File: src/rtl/hi_lo_pkg.sv
// Shared definitions for the Hi/Lo multiply/divide unit: default operand
// width, operation encodings, control-state encoding and small op-decode
// helpers used by the control logic.
package hi_lo_pkg;

    localparam int DEFAULT_WIDTH = 32;

    typedef enum logic [2:0] {
        OP_MULT  = 3'b000,
        OP_MULTU = 3'b001,
        OP_DIV   = 3'b010,
        OP_DIVU  = 3'b011,
        OP_MADD  = 3'b100,
        OP_MSUB  = 3'b101,
        OP_MTHI  = 3'b110,
        OP_MTLO  = 3'b111
    } op_e;

    typedef enum logic [1:0] {
        S_IDLE = 2'd0,
        S_RUN  = 2'd1,
        S_FIX  = 2'd2
    } state_e;

    // Ops whose operands are two's complement (magnitudes taken on entry).
    function automatic logic op_is_signed(op_e op);
        return op inside {OP_MULT, OP_DIV, OP_MADD, OP_MSUB};
    endfunction

    function automatic logic op_is_div(op_e op);
        return op inside {OP_DIV, OP_DIVU};
    endfunction

    // Single-cycle register moves that never enter the iterative path.
    function automatic logic op_is_move(op_e op);
        return op inside {OP_MTHI, OP_MTLO};
    endfunction

endpackage

File: src/rtl/hi_lo_muldiv_unit_if.sv
// Request/response bundle of the Hi/Lo multiply/divide unit.
//   master : requester side (drives Start/Op/OperandA/OperandB/Flush,
//            observes Busy/Done/DivByZero/Hi/Lo)
//   slave  : the unit itself
interface hi_lo_muldiv_unit_if #(
    parameter int WIDTH = hi_lo_pkg::DEFAULT_WIDTH
);
    logic             Start;
    logic [2:0]       Op;
    logic [WIDTH-1:0] OperandA;
    logic [WIDTH-1:0] OperandB;
    logic             Flush;
    logic             Busy;
    logic             Done;
    logic             DivByZero;
    logic [WIDTH-1:0] Hi;
    logic [WIDTH-1:0] Lo;

    modport master (
        output Start, Op, OperandA, OperandB, Flush,
        input  Busy, Done, DivByZero, Hi, Lo
    );

    modport slave (
        input  Start, Op, OperandA, OperandB, Flush,
        output Busy, Done, DivByZero, Hi, Lo
    );
endinterface

File: src/rtl/hi_lo_iter_core.sv
// Bit-serial datapath of the Hi/Lo unit. Works on unsigned magnitudes only;
// sign handling lives in the control block.
//   Clk, Reset : clock, async active-low reset
//   load       : capture load_a (multiplier / dividend) and load_b
//                (multiplicand / divisor), clear the accumulator
//   step       : perform one iteration (shift-add or restoring-divide step)
//   div_mode   : 1 = divide step, 0 = multiply step
//   acc, q     : multiply -> {acc,q} is the product;
//                divide   -> q is the quotient, acc the remainder
module hi_lo_iter_core
    import hi_lo_pkg::*;
#(
    parameter int WIDTH = DEFAULT_WIDTH
) (
    input  logic             Clk,
    input  logic             Reset,
    input  logic             load,
    input  logic             step,
    input  logic             div_mode,
    input  logic [WIDTH-1:0] load_a,
    input  logic [WIDTH-1:0] load_b,
    output logic [WIDTH-1:0] acc,
    output logic [WIDTH-1:0] q
);

    logic [WIDTH-1:0] acc_r, q_r, m_r;
    logic [WIDTH:0]   sum, shifted;
    logic [WIDTH-1:0] diff;
    logic             fits;

    // Multiply: add multiplicand when the multiplier LSB is set, then shift
    // the {carry,acc,q} pair right by one; product bits fill q from the top.
    assign sum = {1'b0, acc_r} + (q_r[0] ? {1'b0, m_r} : '0);

    // Restoring divide: shift the next dividend bit into the partial
    // remainder; remainder < divisor before the shift, so the trial
    // difference always fits back in WIDTH bits when it is kept.
    assign shifted = {acc_r, q_r[WIDTH-1]};
    assign fits    = shifted >= {1'b0, m_r};
    assign diff    = shifted[WIDTH-1:0] - m_r;

    always_ff @(posedge Clk or negedge Reset) begin
        if (!Reset) begin
            acc_r <= '0;
            q_r   <= '0;
            m_r   <= '0;
        end else if (load) begin
            acc_r <= '0;
            q_r   <= load_a;
            m_r   <= load_b;
        end else if (step) begin
            if (div_mode) begin
                acc_r <= fits ? diff : shifted[WIDTH-1:0];
                q_r   <= {q_r[WIDTH-2:0], fits};
            end else begin
                acc_r <= sum[WIDTH:1];
                q_r   <= {sum[0], q_r[WIDTH-1:1]};
            end
        end
    end

    assign acc = acc_r;
    assign q   = q_r;

endmodule

File: src/rtl/hi_lo_muldiv_unit.sv
// Hi/Lo multiply/divide unit: MULT/MULTU/DIV/DIVU/MADD/MSUB run WIDTH
// iterations in hi_lo_iter_core followed by a sign-fix/writeback cycle;
// MTHI/MTLO and divide-by-zero complete in the accepting cycle.
//   Clk, Reset : clock, async active-low reset
//   bus        : slave side of hi_lo_muldiv_unit_if
//                (Start/Op/OperandA/OperandB/Flush in,
//                 Busy/Done/DivByZero/Hi/Lo out)
module hi_lo_muldiv_unit
    import hi_lo_pkg::*;
#(
    parameter int WIDTH = DEFAULT_WIDTH
) (
    input  logic               Clk,
    input  logic               Reset,
    hi_lo_muldiv_unit_if.slave bus
);

    localparam int CNT_W = $clog2(WIDTH);

    state_e             state, state_next;
    logic [CNT_W-1:0]   cnt;
    op_e                op_in, op_r;
    logic               in_signed;
    logic               neg_quo;   // product / quotient must be negated
    logic               neg_rem;   // remainder takes the dividend's sign
    logic               accept_iter, step, wr_fix, wr_move, wr_dz;
    logic [WIDTH-1:0]   a_mag, b_mag, core_acc, core_q;
    logic [WIDTH-1:0]   hi_r, lo_r;
    logic               done_r, dz_r;
    logic [2*WIDTH-1:0] prod, prod_s, hilo, fix_val;

    assign op_in     = op_e'(bus.Op);
    assign in_signed = op_is_signed(op_in);

    // Most-negative input maps onto itself, which is the correct unsigned
    // magnitude 2^(WIDTH-1).
    assign a_mag = (in_signed && bus.OperandA[WIDTH-1]) ? -bus.OperandA : bus.OperandA;
    assign b_mag = (in_signed && bus.OperandB[WIDTH-1]) ? -bus.OperandB : bus.OperandB;

    // ---------------- control FSM ----------------
    always_ff @(posedge Clk or negedge Reset) begin
        if (!Reset) state <= S_IDLE;
        else        state <= state_next;
    end

    always_comb begin
        state_next  = state;
        accept_iter = 1'b0;
        step        = 1'b0;
        wr_fix      = 1'b0;
        wr_move     = 1'b0;
        wr_dz       = 1'b0;
        case (state)
            S_IDLE: begin
                // Flush wins over a coincident Start.
                if (bus.Start && !bus.Flush) begin
                    if (op_is_move(op_in)) begin
                        wr_move = 1'b1;
                    end else if (op_is_div(op_in) && bus.OperandB == '0) begin
                        wr_dz = 1'b1;
                    end else begin
                        accept_iter = 1'b1;
                        state_next  = S_RUN;
                    end
                end
            end
            S_RUN: begin
                if (bus.Flush) begin
                    state_next = S_IDLE;
                end else begin
                    step = 1'b1;
                    if (cnt == '0) state_next = S_FIX;
                end
            end
            S_FIX: begin
                wr_fix     = !bus.Flush;
                state_next = S_IDLE;
            end
            default: state_next = S_IDLE;
        endcase
    end

    // Loaded with WIDTH-1 so the RUN phase covers exactly WIDTH steps.
    always_ff @(posedge Clk or negedge Reset) begin
        if (!Reset)                  cnt <= '0;
        else if (accept_iter)        cnt <= CNT_W'(WIDTH - 1);
        else if (step && cnt != '0)  cnt <= cnt - CNT_W'(1);
    end

    always_ff @(posedge Clk or negedge Reset) begin
        if (!Reset) begin
            op_r    <= OP_MULT;
            neg_quo <= 1'b0;
            neg_rem <= 1'b0;
        end else if (accept_iter) begin
            op_r    <= op_in;
            neg_quo <= in_signed & (bus.OperandA[WIDTH-1] ^ bus.OperandB[WIDTH-1]);
            neg_rem <= in_signed & bus.OperandA[WIDTH-1];
        end
    end

    // ---------------- datapath ----------------
    hi_lo_iter_core #(.WIDTH(WIDTH)) u_core (
        .Clk      (Clk),
        .Reset    (Reset),
        .load     (accept_iter),
        .step     (step),
        .div_mode (op_is_div(op_r)),
        .load_a   (a_mag),
        .load_b   (b_mag),
        .acc      (core_acc),
        .q        (core_q)
    );

    // Sign fix and accumulate, evaluated during the FIX cycle.
    assign prod   = {core_acc, core_q};
    assign prod_s = neg_quo ? -prod : prod;
    assign hilo   = {hi_r, lo_r};

    always_comb begin
        fix_val = prod_s;
        case (op_r)
            OP_MADD:         fix_val = hilo + prod_s;
            OP_MSUB:         fix_val = hilo - prod_s;
            OP_DIV, OP_DIVU: fix_val = {neg_rem ? -core_acc : core_acc,
                                        neg_quo ? -core_q   : core_q};
            default:         fix_val = prod_s;
        endcase
    end

    // ---------------- architectural Hi/Lo ----------------
    always_ff @(posedge Clk or negedge Reset) begin
        if (!Reset) begin
            hi_r <= '0;
            lo_r <= '0;
        end else if (wr_fix) begin
            {hi_r, lo_r} <= fix_val;
        end else if (wr_move) begin
            if (op_in == OP_MTHI) hi_r <= bus.OperandA;
            else                  lo_r <= bus.OperandA;
        end else if (wr_dz) begin
            hi_r <= bus.OperandA;
            lo_r <= '1;
        end
    end

    always_ff @(posedge Clk or negedge Reset) begin
        if (!Reset) begin
            done_r <= 1'b0;
            dz_r   <= 1'b0;
        end else begin
            done_r <= wr_fix | wr_move | wr_dz;
            dz_r   <= wr_dz;
        end
    end

    assign bus.Busy      = (state != S_IDLE);
    assign bus.Done      = done_r;
    assign bus.DivByZero = dz_r;
    assign bus.Hi        = hi_r;
    assign bus.Lo        = lo_r;

endmodule

File: src/flat_wrapper.sv
// flat-port wrapper written by rule: the top's interface ports become plain ports
module hi_lo_muldiv_unit_flat import hi_lo_pkg::*;
#(
    parameter int WIDTH = DEFAULT_WIDTH
)
  (Clk, Reset, bus_Start, bus_Op, bus_OperandA, bus_OperandB, bus_Flush, bus_Busy, bus_Done, bus_DivByZero, bus_Hi, bus_Lo);
  hi_lo_muldiv_unit_if #(.WIDTH(WIDTH)) bus_i ();
  input  logic Clk;
  input  logic Reset;
  input wire logic [$bits(bus_i.Start)-1:0] bus_Start;
  input wire logic [$bits(bus_i.Op)-1:0] bus_Op;
  input wire logic [$bits(bus_i.OperandA)-1:0] bus_OperandA;
  input wire logic [$bits(bus_i.OperandB)-1:0] bus_OperandB;
  input wire logic [$bits(bus_i.Flush)-1:0] bus_Flush;
  output wire logic [$bits(bus_i.Busy)-1:0] bus_Busy;
  output wire logic [$bits(bus_i.Done)-1:0] bus_Done;
  output wire logic [$bits(bus_i.DivByZero)-1:0] bus_DivByZero;
  output wire logic [$bits(bus_i.Hi)-1:0] bus_Hi;
  output wire logic [$bits(bus_i.Lo)-1:0] bus_Lo;
  assign bus_i.Start = bus_Start;
  assign bus_i.Op = bus_Op;
  assign bus_i.OperandA = bus_OperandA;
  assign bus_i.OperandB = bus_OperandB;
  assign bus_i.Flush = bus_Flush;
  assign bus_Busy = bus_i.Busy;
  assign bus_Done = bus_i.Done;
  assign bus_DivByZero = bus_i.DivByZero;
  assign bus_Hi = bus_i.Hi;
  assign bus_Lo = bus_i.Lo;
  hi_lo_muldiv_unit #(.WIDTH(WIDTH)) u_core (.Clk(Clk), .Reset(Reset), .bus(bus_i));
endmodule
File: config.mk
export PLATFORM = sky130hd
export DESIGN_NAME = hi_lo_muldiv_unit_flat
export DESIGN_NICKNAME = d
export VERILOG_FILES = /design/src/rtl/hi_lo_pkg.sv /design/src/rtl/hi_lo_muldiv_unit_if.sv /design/src/rtl/hi_lo_iter_core.sv /design/src/rtl/hi_lo_muldiv_unit.sv /design/src/flat_wrapper.sv
export SDC_FILE = /design/constraint.sdc
export NUM_CORES = 1
export LEC_CHECK = 0
export ABC_AREA = 0
export CAP_MARGIN = 20
export CELL_PAD_IN_SITES_DETAIL_PLACEMENT = 0
export CELL_PAD_IN_SITES_GLOBAL_PLACEMENT = 1
export CORE_AREA = 2 2 354 251
export CTS_BUF_LIST = sky130_fd_sc_hd__clkbuf_8
export DETAILED_ROUTE_END_ITERATION = 7
export DIE_AREA = 0 0 356 253
export PLACE_DENSITY = 0.51
export RECOVER_POWER = 25
export SETUP_SLACK_MARGIN = 0.4
export SLEW_MARGIN = 10
export SYNTH_ARGS = -nofsm -noshare
export SYNTH_HDL_FRONTEND = slang
export SYNTH_SLANG_ARGS = --single-unit
File: constraint.sdc
create_clock -name Clk -period 16.45 [get_ports Clk]
set_clock_uncertainty 0.2 [all_clocks]
set_input_delay 2.4675 -clock Clk [delete_from_list [all_inputs] [get_ports Clk]]
set_output_delay 2.4675 -clock Clk [all_outputs]
set_load 0.01 [all_outputs]
* Word level (Yosys, flattened, before mapping)
Index checks and enable logic that the tools add are counted.
** Word-level totals
- Input bits :: 71
- Word-level logic and storage cells :: 113
- Flip-flop bits (word level) :: 174
** Cells by class
- Add/subtract/negate cells :: 10
- Magnitude comparators :: 1
- Bitwise logic cells :: 5
- Muxes and demuxes :: 44
- Reductions and logical operators :: 23
- Eq/ne operators :: 18
** Operators with widths (number)
- 32-bit 2-to-1 mux :: 20
- 64-bit one-hot mux with 3 select lines :: 1
- 32-bit negator :: 4
- 64-bit adder :: 1
- 64-bit 2-to-1 mux :: 1
- 64-bit negator :: 1
- 64-bit subtractor :: 1
- 32-bit by 33-bit adder with 33-bit output :: 1
- 33-bit by 32-bit greater-or-equal comparator with 1-bit output :: 1
- 32-bit zero test :: 1
- 32-bit subtractor :: 1
- 3-bit equality test (second input constant) :: 6
- 1-bit 2-to-1 mux :: 14
- 3-bit by 2-bit equality test with 1-bit output (second input constant) :: 4
- 2-bit nonzero test :: 6
- 2-bit 2-to-1 mux :: 5
- 5-bit 2-to-1 mux :: 2
- 3-bit by 2-bit inequality test with 1-bit output (second input constant) :: 3
- 1-bit logical AND :: 5
- 5-bit zero test :: 1
- 5-bit nonzero test :: 1
- 5-bit by 1-bit subtractor with 5-bit output (second input constant) :: 1
- 2-bit inequality test (second input constant) :: 2
- 2-bit one-hot mux with 2 select lines :: 1
- other kinds (14) :: 17

* Logic depth before layout (Yosys ltp)
- Depth after elaboration :: 10
- Gate-level depth with buffers :: 29
- Mapped depth without buffers :: 25

* Modules after synthesis
A second synthesis with hierarchy kept.
** Second synthesis, totals
- Cells, all modules :: 3030
- Area, all modules :: 21946.0 sq um
** Modules (own cells, without submodules)
- hi_lo_muldiv_unit :: cells an instance 1942, area an instance 13482.9 sq um, instances 1, seq. area each 1951.9 sq um
- hi_lo_iter_core :: cells an instance 1088, area an instance 8463.1 sq um, instances 1, seq. area each 2402.3 sq um

* Worst setup path before layout
Ideal clock, no wire load.
- Kind :: register -> register
- Start point :: reg u_core.u_core.q_r[0], in the netlist u_core.u_core.q[0]
- End point :: reg u_core.hi_r[25], in the netlist u_core.bus.Hi[25]
- Cell stages (with the launch flop) :: 28
- Arrival :: 6.617 ns
- Period minus slack after synthesis :: 6.899 ns
- Setup time :: 0.082 ns
- Data required time :: 16.168 ns
- Setup slack :: 9.551 ns
- Path buffers :: 5
- Cells stage by stage :: dfrtp_1 > clkbuf_1 > clkinv_1 > clkbuf_1 > ha_1 > or4b_1 > buf_2 > o41ai_1 > xor2_1 > o211ai_1 > nor3_1 > or3b_1 > clkbuf_1 > o31ai_1 > xnor2_1 > ha_1 > clkbuf_1 > nand4_1 > or3_1 > o31a_1 > o21a_1 > a31oi_1 > o21ai_0 > a21oi_1 > nor3b_1 > nor2_1 > or4_1 > a31oi_1
** On the way
- Longest elaborated chain between the ends :: 5
** RTL lines
- start: declaration :: line hi_lo_iter_core.sv:26 : logic [WIDTH-1:0] acc_r, q_r, m_r;
- start signal: assignment :: line hi_lo_iter_core.sv:49 : q_r <= load_a;
- start signal: assignment :: line hi_lo_iter_core.sv:54 : q_r <= {q_r[WIDTH-2:0], fits};
- start signal: assignment :: line hi_lo_iter_core.sv:57 : q_r <= {sum[0], q_r[WIDTH-1:1]};
- 64-bit negator :: line hi_lo_muldiv_unit.sv:117 : assign prod_s = neg_quo ? -prod : prod;
- 64-bit 2-to-1 mux (*) :: line hi_lo_muldiv_unit.sv:117
- 64-bit subtractor or 64-bit adder (tied branches) :: line hi_lo_muldiv_unit.sv:124, hi_lo_muldiv_unit.sv:123
- 64-bit one-hot mux with 3 select lines (*) :: line hi_lo_muldiv_unit.sv:122 : case (op_r)
- 32-bit 2-to-1 mux (*) :: line hi_lo_muldiv_unit.sv:136 : end else if (wr_fix) begin
- end signal: assignment :: line hi_lo_muldiv_unit.sv:137 : {hi_r, lo_r} <= fix_val;
- end signal: assignment :: line hi_lo_muldiv_unit.sv:139 : if (op_in == OP_MTHI) hi_r <= bus.OperandA;
- end signal: assignment :: line hi_lo_muldiv_unit.sv:142 : hi_r <= bus.OperandA;
- end: declaration :: line hi_lo_muldiv_unit.sv:28 : logic [WIDTH-1:0] hi_r, lo_r;
Every way passes the cells marked *; elsewhere a longest branch is shown, timed or not.
A chain may end at the register's enable or synchronous reset.

* Final worst setup path
- Start point :: reg u_core.u_core.q_r[1], in the netlist u_core.u_core.q[1]
- End point :: reg u_core.hi_r[30], in the netlist u_core.bus.Hi[30]
Same word-level chain as after synthesis.

==> summary.txt <==
Run status
  • Status: complete, but fails checks
  • Violated checks: capacitance limit, slew limit

Yosys
  • Warnings, synthesis: 0
  • Part of the Yosys area used for sequential elements: 0.202
  • Post-synth EDFFs: 0
  • Cell variety after synth: 84
  • Post-synthesis cell count: 2,959
  • Register bit total from synthesis: ~170
  • Synth top area cells: dfrtp_1, ha_1, xnor2_1
  • Top-count cell post-synth: nand2_1
  • Avg Inst Size Synth: 7.27 µm²
  • Synth async-reset ratio: 1.00
  • Post-synth top cells: nand2_1, nor2_1, o21ai_0, a21oi_1, clkbuf_1
  • Share of the synthesized area in the top cell type: 0.202
  • Largest area contributor in the netlist: dfrtp_1
  • Synthesized cell area: roughly 0.022 mm²
  • Synth Net Count: approximately 3,200
  • Synth Flop Type: dfrtp_1

Power and ir drop
  • Comb power frac: 0.749
  • Seq pwr share: 0.175
  • Clock power frac: 0.076
  • Power per cell area: 196 mW/mm²
  • Psw: 2.69 mW
  • Worst VDD drop: 0.0734 mV
  • Switching part of the total: 0.565
  • P_int: 2.07 mW
  • Leakage: 9.75 nW

Clock tree
  • H-tree depth: 4
  • Num CTS Buffers: 17
  • CTS clk-pin slew, worst paths: 0.16 ns
  • Clock Sinks: 174
  • Root buf cell: clkbuf_8
  • Cts repair resizes: 0
  • Post-CTS Setup Repair Bufs: 0
  • Cts hold-fix bufs: 0
  • Clock Path Buffers: 2
  • CTS tree: built
  • Worst-Skew Late Latency: 0.65 ns

STA
  • Max Transition Viols Final: 127
  • Slew @ Worst Pin: 4.91 ns
  • Min cycle time layout: 8.42 ns
  • Final setup fails: 0
  • Total Neg Setup Slack: 0 ns
  • Unrepaired setup endpoints after global routing: false
  • Hold Vio Cnt, Final: 0
  • Rel. slew slack: -2.27
  • FMAX: 0.119 GHz
  • Final critical-path share of the clock period: 0.512

Placed design
  • GP Congestion: 0.916
  • IO Port Bufs: 137
  • DP Wirelength: between 70,000 and 80,000 µm

Worst hold path
  • Hold path depth: 2
  • HP Class: reg -> reg

Run
  • Max_cap viols: 2

Setup path
  • CP most frequent cell: nand4_1
  • Worst EP arrival: 8.77 ns
  • CP endpoint kind: register
  • CP Depth: 23
  • CP top delay family: simple AND/OR/NAND/NOR gates
  • Crit path largest cell delay: 0.87 ns
  • Crit path kind: reg -> reg
  • CP max-delay cell: nor4_2
  • Sum of buffers and inverters on the critical path: 2
  • Crit-path cells: inv_1 -> ha_1 -> or4b_1 -> nor4_2 -> buf_4 -> nand3_1 -> a31oi_1 -> and4_1 -> nand4_1 -> nor4_2 -> and2_1 -> nand2b_1 -> o21ai_0 -> xnor2_1 -> ha_1 -> nand4_1 -> nor3_1 -> nand4_1 -> o22ai_1 -> o2111ai_1 -> a211oi_1 -> nand4bb_1 -> nand3_1
  • Critical Path Start Type: register
  • Reg2Reg Depth: 23
  • Crit path max fanout: 12
  • Worst EP required: 16.81 ns

Cells and area
  • Layout cell share with drive strength beyond 1: 0.0452
  • Footprint of the multi-input gates: 0.0160 mm²
  • FF/Latch Area: 0.00436 mm²
  • Area grow syn2layout: 13.1%
  • Fillers: 9,583
  • Post-layout util: 0.280
  • Fin nets: around 3,200

Routing
  • Post-route ant nets: 0
  • Final wirelength: 98,000 µm
  • Drt wl/cell: 23.8 µm
  • Vias per cell: 5.49
  • Detailed-route DRC error count: 0
  • Iteration-0 DRC Markers: about 1,900
  • Via count: roughly 23,000
  • Drt pass-1 iters: 5

GRT
  • M2 GR Usage: 0.348
  • Number of global-route vias before repair: 22,000
  • Global-route total usage across every layer: 0.216
  • GR Overflow Total: 0
  • GRT busiest layer: met2
  • Largest net degree at the start of global routing: slightly below 80
  • Met3 Resource Use GR: 0.0280
  • Initial antenna violation count: 7
  • Met1 usage: 0.306
  • First-pass GRT wire length: about 150,000 µm

Floorplan
  • Area of the core: 0.0870 mm²
  • Starting density of the core: 0.247
  • Core Rows: 91
  • Die height: approximately 250 µm
  • Die footprint: around 0.09 mm²
  • I/O pin total: 138
  • Die W: 356 µm
==> tightest hold or removal path, stage by stage (launching register included) <==
cell	delay [ns]
dfrtp_1	0.36
nand2_1	0.04
o21ai_0	0.06
==> power groups by stage <==
stage | Combinational [mW] | Sequential (mW) | Clock (mW)
6_report | 3.57 | 0.834 | 0.360
5_1_grt | 3.93 | 0.857 | 0.386
4_1_cts | 3.55 | 0.834 | 0.376
3_5_place_dp | 3.53 | 0.842 | 0
3_3_place_gp | 3.54 | 0.842 | 0
2_1_floorplan | 2.61 | 0.673 | 0
==> logic make-up after synthesis <==
logic type,Yosys count,synth area share
buffers and inverters,308,0.0549
multiplexers,37,0.0180
AND/OR/NAND/NOR,1011,0.229
XOR/XNOR,309,0.126
flip-flops,174,0.202
adder cells (fa/ha/maj),137,0.0807
AO/OA/AOI/OAI,983,0.289
==> layer usage <==
layer	vias up	part of all wire
met4	0	0.016
met5	-	0
met1	11200	0.49
li1	10800	-
met3	74	0.044
met2	580	0.45
==> cells in the final DEF, fill, tap and decap left out, drive strengths merged, types with 65 or more instances in the layout <==
cell type	n
nand2	314
nor2	258
o21ai	253
a21oi	241
dfrtp	174
xnor2	161
xor2	148
clkdlybuf4s50	136
ha	134
inv	101
a21o	78
nand3	68
nor3	65
==> metrics by stage <==
step	instance area, µm²	cells	setup WS (ns)	hold slack (ns)	power (mW)
4_1_cts	24300	4125	8.17	0.304	4.76
2_1_floorplan	21500	2959	9.55	0.250	3.28
6_report	24300	4126	8.03	0.296	4.76
5_1_grt	24300	4125	6.88	0.339	5.18
3_5_place_dp	23900	4093	8.14	0.278	4.37
3_3_place_gp	23900	4093	8.27	0.277	4.39
==> flip-flops by register name (all words and copies together) (netlist names) <==
name,count
u_core.neg_quo,1
u_core.u_core.m_r,32
u_core.bus.Lo,32
u_core.op_r,3
u_core.state,2
u_core.bus.Done,1
u_core.u_core.q,32
u_core.bus.DivByZero,1
u_core.cnt,5
u_core.bus.Hi,32
u_core.neg_rem,1
u_core.u_core.acc,32
==> final cells by class <==
type,count,area share
Sequential cell,174,0.179
Inverter,96,0.0148
Clock buffer,17,0.00962
Antenna cell,1,0.000103
Timing Repair Buffer,184,0.0705
Tap cell,1162,0.0598
Multi-Input combinational cell,2477,0.659
Clock inverter,15,0.00664
==> worst paths after layout <==
kind | start | end | slack (ns)
max | u_core.u_core.q[1]$_DFFE_PN0P_ | u_core.bus.Hi[30]$_DFFE_PN0P_ | 8.03
min | u_core.u_core.m_r[19]$_DFFE_PN0P_ | u_core.u_core.m_r[19]$_DFFE_PN0P_ | 0.30
max reg2reg | u_core.u_core.q[1]$_DFFE_PN0P_ | u_core.bus.Hi[30]$_DFFE_PN0P_ | 8.03
min reg2reg | u_core.u_core.m_r[19]$_DFFE_PN0P_ | u_core.u_core.m_r[19]$_DFFE_PN0P_ | 0.30
max in group asynchronous | Reset | u_core.u_core.m_r[22]$_DFFE_PN0P_ | 8.27
min in group asynchronous | Reset | u_core.bus.Lo[1]$_DFFE_PN0P_ | 3.43
Note: power is estimated with default switching activity, not from simulation.
